[src/rtl/blink_sequencer.sv]
// LED pattern sequencer: accepts a mode/repetition command, steps a 16-bit
// LED pattern once every TICK_DIV clocks and reports completion with done.
module blink_sequencer #(
    parameter int unsigned TICK_DIV = 32'd10000000
) (
    input  logic        clock_in,
    input  logic        reset_in,
    input  logic        cmd_valid,
    output logic        cmd_ready,
    input  logic [1:0]  cmd_mode,
    input  logic [7:0]  cmd_reps,
    input  logic        stop,
    output logic [15:0] led_out,
    output logic        busy,
    output logic        done,
    output logic        tick
);

    typedef enum logic [1:0] {
        IDLE = 2'd0,
        RUN  = 2'd1,
        DONE = 2'd2
    } state_t;

    localparam logic [31:0] DIV_LAST = 32'(TICK_DIV - 1);

    state_t      state_q, state_d;
    logic [1:0]  mode_q, mode_d;
    logic [7:0]  reps_q, reps_d;
    logic [31:0] div_q, div_d;
    logic [3:0]  step_q, step_d;
    logic [7:0]  rep_q, rep_d;
    logic        dir_q, dir_d;   // bounce direction: 0 = towards bit15
    logic [15:0] led_q, led_d;
    logic        tick_w;

    // A coincident stop suppresses the step that would otherwise happen.
    assign tick_w = (state_q == RUN) && (div_q == DIV_LAST) && !stop;

    // NOTE: every signal assigned in this block gets a default first, so no
    // path through the case statements can leave one unassigned (no latches).
    always_comb begin
        state_d = state_q;
        mode_d  = mode_q;
        reps_d  = reps_q;
        div_d   = div_q;
        step_d  = step_q;
        rep_d   = rep_q;
        dir_d   = dir_q;
        led_d   = led_q;

        case (state_q)
            IDLE: begin
                if (cmd_valid) begin
                    state_d = RUN;
                    mode_d  = cmd_mode;
                    reps_d  = cmd_reps;
                    div_d   = '0;
                    step_d  = '0;
                    rep_d   = '0;
                    dir_d   = 1'b0;
                    unique case (cmd_mode)
                        2'd0:    led_d = 16'hFFFF;
                        2'd1:    led_d = 16'h0001;
                        2'd2:    led_d = 16'h0001;
                        default: led_d = 16'h0000;
                    endcase
                end
            end

            RUN: begin
                if (stop) begin
                    state_d = IDLE;
                    led_d   = '0;
                end else begin
                    div_d = (div_q == DIV_LAST) ? '0 : div_q + 32'd1;
                    if (tick_w) begin
                        unique case (mode_q)
                            2'd0: led_d = ~led_q;
                            2'd1: led_d = {led_q[14:0], led_q[15]};
                            2'd2: begin
                                if (!dir_q) begin
                                    led_d = led_q << 1;
                                    if (led_q[14]) dir_d = 1'b1;
                                end else begin
                                    led_d = led_q >> 1;
                                    if (led_q[1]) dir_d = 1'b0;
                                end
                            end
                            default: led_d = led_q + 16'd1;
                        endcase
                        step_d = step_q + 4'd1;
                        if (step_q == 4'hF) begin
                            rep_d = rep_q + 8'd1;
                            // reps == 0 runs forever; the repetition count just wraps.
                            if (reps_q != 8'd0 && rep_q == reps_q - 8'd1) begin
                                state_d = DONE;
                            end
                        end
                    end
                end
            end

            DONE: begin
                state_d = IDLE;
                led_d   = '0;
            end

            default: begin
                state_d = IDLE;
                led_d   = '0;
            end
        endcase
    end

    // NOTE: state registers use non-blocking assignments so every register
    // samples the values from before this edge, independent of statement order.
    always_ff @(posedge clock_in) begin
        if (reset_in) begin
            state_q <= IDLE;
            mode_q  <= '0;
            reps_q  <= '0;
            div_q   <= '0;
            step_q  <= '0;
            rep_q   <= '0;
            dir_q   <= 1'b0;
            led_q   <= '0;
        end else begin
            state_q <= state_d;
            mode_q  <= mode_d;
            reps_q  <= reps_d;
            div_q   <= div_d;
            step_q  <= step_d;
            rep_q   <= rep_d;
            dir_q   <= dir_d;
            led_q   <= led_d;
        end
    end

    assign cmd_ready = (state_q == IDLE);
    assign busy      = (state_q != IDLE);
    assign done      = (state_q == DONE);
    assign led_out   = led_q;
    assign tick      = tick_w && !reset_in;

endmodule

[config.mk]
export PLATFORM = sky130hd
export DESIGN_NAME = blink_sequencer
export DESIGN_NICKNAME = d
export VERILOG_FILES = /design/src/rtl/blink_sequencer.sv
export SDC_FILE = /design/constraint.sdc
export NUM_CORES = 1
export LEC_CHECK = 0
export ABC_AREA = 1
export BUFFER_PORTS_ARGS = -buffer_cell sky130_fd_sc_hd__buf_2
export CAP_MARGIN = 20
export CORE_ASPECT_RATIO = 1.4
export CORE_MARGIN = 3
export CORE_UTILIZATION = 60
export DETAILED_ROUTE_END_ITERATION = 6
export PLACE_DENSITY = 0.89
export SLEW_MARGIN = 20
export SYNTH_ARGS = -nofsm -noshare
export SYNTH_HDL_FRONTEND = slang
export SYNTH_SLANG_ARGS = --single-unit
[constraint.sdc]
create_clock -name clock_in -period 2.45 [get_ports clock_in]
set_clock_uncertainty 0.05 [all_clocks]
set_input_delay 0.49 -clock clock_in [delete_from_list [all_inputs] [get_ports clock_in]]
set_output_delay 0.49 -clock clock_in [all_outputs]
set_load 0.1 [all_outputs]
==> out/metrics.yaml, run 1 <==
status: "finished with violations"
violations: "DRC"
sw_frac_of_total_pct: 34.9
power.density_nw_per_um2: 584
core_um2: 8610
gp_congestion: 1.00
hold_viol_final: 0
nNetsFinal: 915
fin_area_um2: 5930
yosys.area.top_type_share_pct: 27.4
arrival_ns: 1.88
ant_nets: 0
path_buf_inv: 2
route.detailed.drc: 3
vias_per_cell: 5.73
root_buffer: "clkbuf_16"
ys_ff_latch: 73
grt_first_pass_wirelength_mm: 24.2
synth_ff_type: "dfxtp_1"
yosysWarningCount: 0
num_rows: 40
wl_met2_mm: 6.84
num_io_pins: 34
mappedNetlistNets: 889
grt_pass1_vias: 5387
seqPwrFrac_pct: 37.6
dr_wl_met3_mm: 1.01
combPwrFrac_pct: 23.2
synthArstFlopShare_pct: 0
rr_worst_depth: 14
met1_length_mm: 5.66
synth_common_cells: "232 x nand2_1, 111 x nor2_1, 75 x inv_1, 73 x dfxtp_1, 66 x a21oi_1"
htreeDepth: 3
synth_cells: 870
die_w_um: 85.7
worst-path-max-fanout: 4
place_area_um2: 5610
antenna_found_initial: 0
ys_types: 45
path_clk_slew_ns: 0.06
p_switching_mw: 1.21
utilization_pct: 68.9
port_buffers: 33
grt_usage_pct: 29.0
period_needed_ns: 2.42
cts_sinks: 73
path_delay_family: "simple AND/OR/NAND/NOR gates"
drv_cap: 0
synth_most_common_cell: "nand2_1"
r2r_setup_slack_ns: 0.41
top_layer: "met4"
path_depth: 7
hold_class: "in2reg"
slew_viol_final: 0
rsz0062_at_grt: "yes"
worstSkewPairLatency_ns: 0.34
antenna_cells: 0
power_mw: 3.46
crit_path_end_kind: "output pin"
rr_endpoint: "div_q[4]"
die-area_um2: 10100
wirelength_mm: 14.1
die_h_um: 118
crit_type: "reg2out"
p_int_mw: 2.25
worstHoldEndpoint: "reps_q[1]"
final.period_utilization_pct: 98.6
dp_cells: 989
clock.fmax_mhz: 414
yosysTopAreaCell: "dfxtp_1"
cp-startpoint: "div_q[9]"
slew_headroom_pct: 61.8
slowest_stage: "dfxtp_1"
dr.pass1.iters: 7
cts-buffers-inserted: 9
fin_cells: 1006
first_iter_violations: 397
clockBufferDepth: 2
netlist_area_um2: 5330
hold_start: "cmd_reps[1]"
crit_required_ns: 1.91
crit_chain: "nand2_2 -> inv_1 -> nand3_1 -> nor3_1 -> nand4_1 -> nor4_4 -> buf_12"
clkPwrFrac_pct: 39.2
cts_tree: "built"
synth_edf_count: 0
wl_per_cell_um: 14.1
syn_to_final_growth_pct: 11.3
tightest_slew_ns: 0.572
power_leakage_nw: 2.33
avgSynthCellArea_um2: 6.13
overflow: 0
vdd_drop_max_mv: 0.486
vias: 5766
max_stage_delay_ns: 0.38
drive_above_1_share_pct: 15.0
finalSetupViolCount: 0
hpwl_mm: 10.3
timing.rr.start: "div_q[0]"
synth.area.top_cells: "dfxtp_1 27%, nand2_1 16%, nor2_1 7.8%"
grt_max_degree: 35
synth.yosys.seq_area_share_pct: 27.4
hold_path_depth: 3
start_util_pct: 61.9
start_kind: "flop"
-- worst register-to-register path: cells and delay by family (launching register included) --
kind,cells,cell delay (ns)
fa+ha+maj,1,0.15
flops,1,0.36
buf+inv,4,0.50
simple gates,9,0.88
-- flip-flops by register name, summed over array words and instances, names as in the netlist --
signal,count
rep_q,8
dir_q,1
reps_q,8
div_q,32
mode_q,2
step_q,4
led_out,16
state_q,2
-- power groups by stage --
stage / Combinational, mW / Clock [mW] / Sequential [mW]
after floorplan: 0.525 / 0 / 1.45
after CTS: 0.798 / 1.37 / 1.30
after global placement: 0.784 / 0 / 1.33
after detailed placement: 0.793 / 0 / 1.33
final: 0.803 / 1.36 / 1.30
after global routing: 0.884 / 1.42 / 1.31
-- placed cells by master, fill, tap and decap left out, drive strengths merged, types with 7 or more instances in the layout --
cell	Yosys	layout
nor3	30	30
nand4	19	19
clkinv	4	7
clkbuf	16	9
xor2	25	25
buf	19	50
o21ai	49	49
a21oi	76	76
nor2	121	121
nand3	62	62
inv	91	92
nand2	248	248
dfxtp	73	73
o22ai	8	8
-- through the flow --
step	setup slack, ns	hold slack, ns	TNS (ns)
floorplan	-0.0903	0.397	-0.0903
global placement	0.315	0.422	0
detailed placement	0.317	0.423	0
CTS	0.00470	0.374	0
global route	-0.0591	0.402	-0.0591
finish	0.0347	0.381	0
-- how the worst max path moves through the flow --
stage / slack (ns) / end
2_1_floorplan: -0.09 / tick
3_5_place_dp: 0.32 / tick
4_1_cts: 0.005 / tick
3_3_place_gp: 0.32 / tick
6_report: 0.03 / tick
5_1_grt: -0.06 / tick
-- metal layers --
metal | vias up | global-route usage [%]
met4 | 0 | 15.1
met3 | 63 | 5.95
li1 | 2879 | -
met1 | 2548 | 34.2
met2 | 276 | 48.6
met5 | - | 0
-- cells by family (layout without fill, tap and decap cells) --
logic type               after synthesis  count (layout)  synth area share, %
AO/OA/AOI/OAI                        144             144                 14.9
XOR/XNOR                              29              29                 4.76
adder cells (fa/ha/maj)                5               5                 1.17
buffers and inverters                130             161                 10.3
flip-flops                            73              73                 27.4
AND/OR/NAND/NOR                      489             489                 41.5
-- repair_timing --
| item | CTS | global route |
|---|---|---|
| hold buffers | 0 | 0 |
| endpoints found under the setup margin | 1 | 1 |
| resized for setup | 0 | 1 |
| gates cloned | 0 | 0 |
| buffers inserted | 1 | 0 |
| pin swaps | 3 | 1 |
-- cell type report --
| cell class | instances | area [um2] |
|---|---|---|
| clock buffer | 9 | 225 |
| clock inverter | 7 | 80.1 |
| fill | 786 | 2680 |
| inverter | 95 | 365 |
| multi-input combinational | 667 | 3360 |
| sequential | 73 | 1470 |
| tap | 105 | 131 |
| timing repair buffer | 50 | 308 |
Power figures use the tool's default switching activity.
==> run 2, diff against run 1 <==
--- a/config.mk
+++ b/config.mk
@@ -6,14 +6,13 @@
 export NUM_CORES = 1
 export LEC_CHECK = 0
 export ABC_AREA = 1
-export BUFFER_PORTS_ARGS = -buffer_cell sky130_fd_sc_hd__buf_2
 export CAP_MARGIN = 20
 export CORE_ASPECT_RATIO = 1.4
 export CORE_MARGIN = 3
 export CORE_UTILIZATION = 60
 export DETAILED_ROUTE_END_ITERATION = 6
-export PLACE_DENSITY = 0.89
-export SLEW_MARGIN = 20
+export DONT_BUFFER_PORTS = 1
+export PLACE_DENSITY = 0.86
 export SYNTH_ARGS = -nofsm -noshare
 export SYNTH_HDL_FRONTEND = slang
 export SYNTH_SLANG_ARGS = --single-unit
==> out/metrics.yaml, run 2 (synthesis gave the netlist of run 1 again) <==
status: "completed"
rr_worst_depth: 11
finalSetupViolCount: 0
dr_wl_met3_mm: 1.18
arrival_ns: 1.86
top_layer: "met4"
cts_sinks: 73
gp_congestion: 0.962
timing.rr.start: "led_out[1]"
first_iter_violations: 555
hpwl_mm: 10.7
largest_register: "div_q"
hold_class: "in2reg"
final_common_cell: "nand2_1"
die_w_um: 85.7
utilization_pct: 70.5
holdWs_ns: 0.167
final.period_utilization_pct: 97.8
path_clk_slew_ns: 0.06
rr_endpoint: "led_out[14]"
tightest_slew_ns: 0.576
fin_tns_setup_ns: 0
slew_headroom_pct: 61.5
vias: 5940
drive_above_1_share_pct: 16.6
nNetsFinal: 907
cp-startpoint: "div_q[1]"
ant_nets: 0
antenna_cells: 0
overflow: 0
clock.fmax_mhz: 417
final_cell_mix: "230 x nand2_1, 108 x nor2_1, 71 x inv_1"
clockBufferDepth: 2
syn_to_final_growth_pct: 13.8
endpoint: "tick"
cts_tree: "built"
die_h_um: 118
crit_type: "reg2out"
rsz0062_at_grt: "yes"
fill_cells: 742
wirelength_mm: 15.4
hold_viol_final: 0
power_leakage_nw: 2.34
power.density_nw_per_um2: 603
period_needed_ns: 2.40
root_buffer: "clkbuf_16"
slew_viol_final: 0
largest_reg_flops: 32
crit_required_ns: 1.91
core_um2: 8610
start_util_pct: 61.9
num_io_pins: 34
crit_path_end_kind: "output pin"
vias_per_cell: 5.95
grt_first_pass_wirelength_mm: 25.0
wl_per_cell_um: 15.4
grt_max_degree: 40
r2r_setup_slack_ns: 0.41
vdd_drop_max_mv: 0.544
port_buffers: 0
met1_length_mm: 5.93
wl_met2_mm: 7.68
worstSkewPairLatency_ns: 0.34
start_kind: "flop"
hold_buffers: 0
cts-buffers-inserted: 9
die-area_um2: 10100
htreeDepth: 3
route.detailed.drc: 0
num_rows: 40
dr.pass1.iters: 7
grt_pass1_vias: 5498
worst-path-max-fanout: 3
antenna_found_initial: 0
grt_usage_pct: 30.2
drv_cap: 0
-- run 2: cell types whose count changed in the layout (fill, tap and decap cells not counted), sizes merged --
cell / change
buf: -8
bufinv: +2
clkbuf: +1
clkinv: -2
clkinvlp: -1
-- run 2: repair_timing --
action	CTS	global route
endpoints found under the hold margin	0	0
gates resized for setup	14	20
buffers inserted	6	5
endpoints found under the setup margin	1	1
pin swaps	3	7
-- run 2: worst min-delay path by stage --
| stage | endpoint | cells past startpoint | from | slack [ns] |
|---|---|---|---|---|
| detailed placement | step_q[0] | 1 | step_q[0] | 0.42 |
| CTS | led_out[11] | 1 | reset_in | 0.15 |
| global placement | step_q[0] | 1 | step_q[0] | 0.41 |
| global route | step_q[1] | 1 | reset_in | 0.16 |
| floorplan | reps_q[1] | 2 | reps_q[1] | 0.40 |
| finish | step_q[1] | 1 | reset_in | 0.17 |
-- run 2: power by group --
part	internal (mW)	total, mW	switching [mW]
clock network	1.00	1.55	0.548
logic	0.219	0.807	0.588
registers	1.23	1.30	0.0738
-- run 2: through the flow --
stage               area [um2]  setup WS [ns]  std cells  power, mW
global placement          5560          0.310        971       2.09
detailed placement        5560          0.283        971       2.12
CTS                       5980        0.00235        993       3.66
floorplan                 5370        -0.0903        870       1.97
finish                    6070         0.0533        998       3.66
global route              6070        -0.0287        998       3.79
-- run 2: layer usage --
metal	vias up	global-route usage (%)
met2	309	52.3
met1	2710	35.3
met3	63	4.27
met5	-	0
met4	0	15.6
li1	2858	-
-- run 2: critical path: stages, from the launching register on --
cell and delay (ns):
dfxtp_2 0.37, ha_4 0.14, nand2_2 0.06, nor2_4 0.11, inv_2 0.06, nor2_4 0.09, inv_2 0.06, nor2_4 0.11
inv_2 0.06, nor4_4 0.22, buf_12 0.22
-- run 2: layout make-up --
cell class | count | area, um2 | area share, %
Multi-Input combinational cell | 667 | 3390 | 55.9
Tap cell | 105 | 131 | 2.17
Timing Repair Buffer | 42 | 328 | 5.40
Inverter | 95 | 370 | 6.10
Sequential cell | 73 | 1500 | 24.7
Clock buffer | 10 | 229 | 3.77
Clock inverter | 6 | 115 | 1.90
==> run 3, diff against run 2 <==
==> constraint.sdc (replaced) <==
create_clock -name clock_in -period 2.45 [get_ports clock_in]
set_clock_uncertainty 0.05 [all_clocks]
set_input_delay 0.49 -clock clock_in [delete_from_list [all_inputs] [get_ports clock_in]]
set_output_delay 0.49 -clock clock_in [all_outputs]
set_load 0.005 [all_outputs]
==> out/metrics.yaml, run 3 (synthesis gave the netlist of run 1 again) <==
status: "completed"
final_common_cell: "nand2_1"
slowest_stage: "dfxtp_2"
grt_pass1_vias: 5347
p_int_mw: 2.33
die-area_um2: 10100
die_w_um: 85.7
first_iter_violations: 478
largest_register: "div_q"
fill_cells: 770
vdd_drop_max_mv: 0.487
num_rows: 40
drive_above_1_share_pct: 11.0
route.detailed.drc: 0
wl_per_cell_um: 15.1
period_needed_ns: 2.39
cts_tree: "built"
path_clk_slew_ns: 0.06
place_area_um2: 5340
crit_type: "reg2out"
syn_to_final_growth_pct: 7.32
hold_class: "in2reg"
root_buffer: "clkbuf_16"
clkPwrFrac_pct: 43.0
utilization_pct: 66.5
final_cell_mix: "231 x nand2_1, 111 x nor2_1, 74 x inv_1"
combPwrFrac_pct: 17.8
hold_buffers: 0
drv_cap: 0
tightest_slew_ns: 0.582
start_util_pct: 61.9
hold_viol_final: 0
max_stage_delay_ns: 0.35
fin_area_um2: 5720
worst-path-max-fanout: 3
htreeDepth: 3
wirelength_mm: 14.6
crit_required_ns: 1.91
finalSetupViolCount: 0
power_leakage_nw: 2.16
cts_sinks: 73
ant_nets: 0
power.density_nw_per_um2: 586
vias_per_cell: 5.90
p_switching_mw: 1.03
vias: 5707
seqPwrFrac_pct: 39.2
nNetsFinal: 876
num_io_pins: 34
fin_cells: 967
grt_max_degree: 40
slew_headroom_pct: 61.1
clock.fmax_mhz: 418
core_um2: 8610
sw_frac_of_total_pct: 30.7
arrival_ns: 1.85
cts-buffers-inserted: 9
largest_reg_flops: 32
clockBufferDepth: 2
worstSkewPairLatency_ns: 0.34
holdWs_ns: 0.161
dr.pass1.iters: 6
grt_first_pass_wirelength_mm: 24.3
gp_congestion: 0.969
antenna_cells: 0
dp_cells: 948
crit_chain: "ha_4 -> nand2_4 -> nor2_4 -> inv_2 -> nor2_4 -> inv_2 -> nor2_4 -> inv_2 -> nor4_4 -> buf_4"
hpwl_mm: 10.1
start_kind: "flop"
port_buffers: 0
crit_path_end_kind: "output pin"
antenna_found_initial: 0
slew_viol_final: 0
grt_usage_pct: 29.3
final.period_utilization_pct: 97.7
overflow: 0
die_h_um: 118
[run 3: changes by cell type in the layout (fill, tap and decap cells not counted), moves of 3 or more]
cell     before  now
inv_1        71   74
dfxtp_2       7    3
buf_4        41   11
dfxtp_1      58   70
dfxtp_4       8    0
nor2_1      108  111
[run 3: critical path: cells and delay by family (launching register included)]
family / cells / cell delay, ns
buf+inv: 4 / 0.34
flops: 1 / 0.35
simple gates: 5 / 0.66
fa+ha+maj: 1 / 0.15
[run 3: power groups by stage]
stage / registers (mW) / clock network [mW] / logic (mW)
floorplan: 1.31 / 0 / 0.500
global placement: 1.33 / 0 / 0.554
detailed placement: 1.34 / 0 / 0.574
CTS: 1.31 / 1.47 / 0.584
global route: 1.32 / 1.52 / 0.674
finish: 1.31 / 1.44 / 0.597
[run 3: area by class of cell]
type | count | area [um2] | area share (%)
flip-flops and latches | 73 | 1470 | 25.6
clock buffers | 10 | 229 | 4.00
repair buffers | 11 | 82.6 | 1.44
multi-input cells | 667 | 3360 | 58.7
clock inverters | 6 | 91.3 | 1.60
well taps | 105 | 131 | 2.30
inverters | 95 | 365 | 6.39
[run 3: layer usage]
metal,up-vias,part of all wire (%),track usage (%)
li1,2795,-,-
met2,275,50,49.2
met5,-,0,0
met4,0,3.8,15.3
met1,2577,38,34.1
met3,60,7.4,6.58
[run 3: path summary, 6_finish.rpt]
path                                 from        end  slack (ns)  cells past startpoint
worst max register to register   div_q[0]  div_q[22]        0.32                     14
worst min register to register  reps_q[1]  reps_q[1]        0.44                      2
worst min-delay path             reset_in   rep_q[1]        0.16                      1
worst max-delay path             div_q[0]       tick        0.06                     10
[run 3: what timing repair did]
action	CTS	global route
pin swaps	2	3
buffers inserted	2	1
setup endpoints to repair	1	1
gates resized for setup	3	7
[run 3: through the flow]
step / TNS [ns] / power, mW / setup slack (ns)
after global routing: -0.00520 / 3.52 / -0.00520
after detailed placement: 0 / 1.91 / 0.301
after CTS: 0 / 3.37 / 0.0140
after global placement: 0 / 1.89 / 0.306
after floorplan: 0 / 1.81 / 0.581
final: 0 / 3.36 / 0.0568
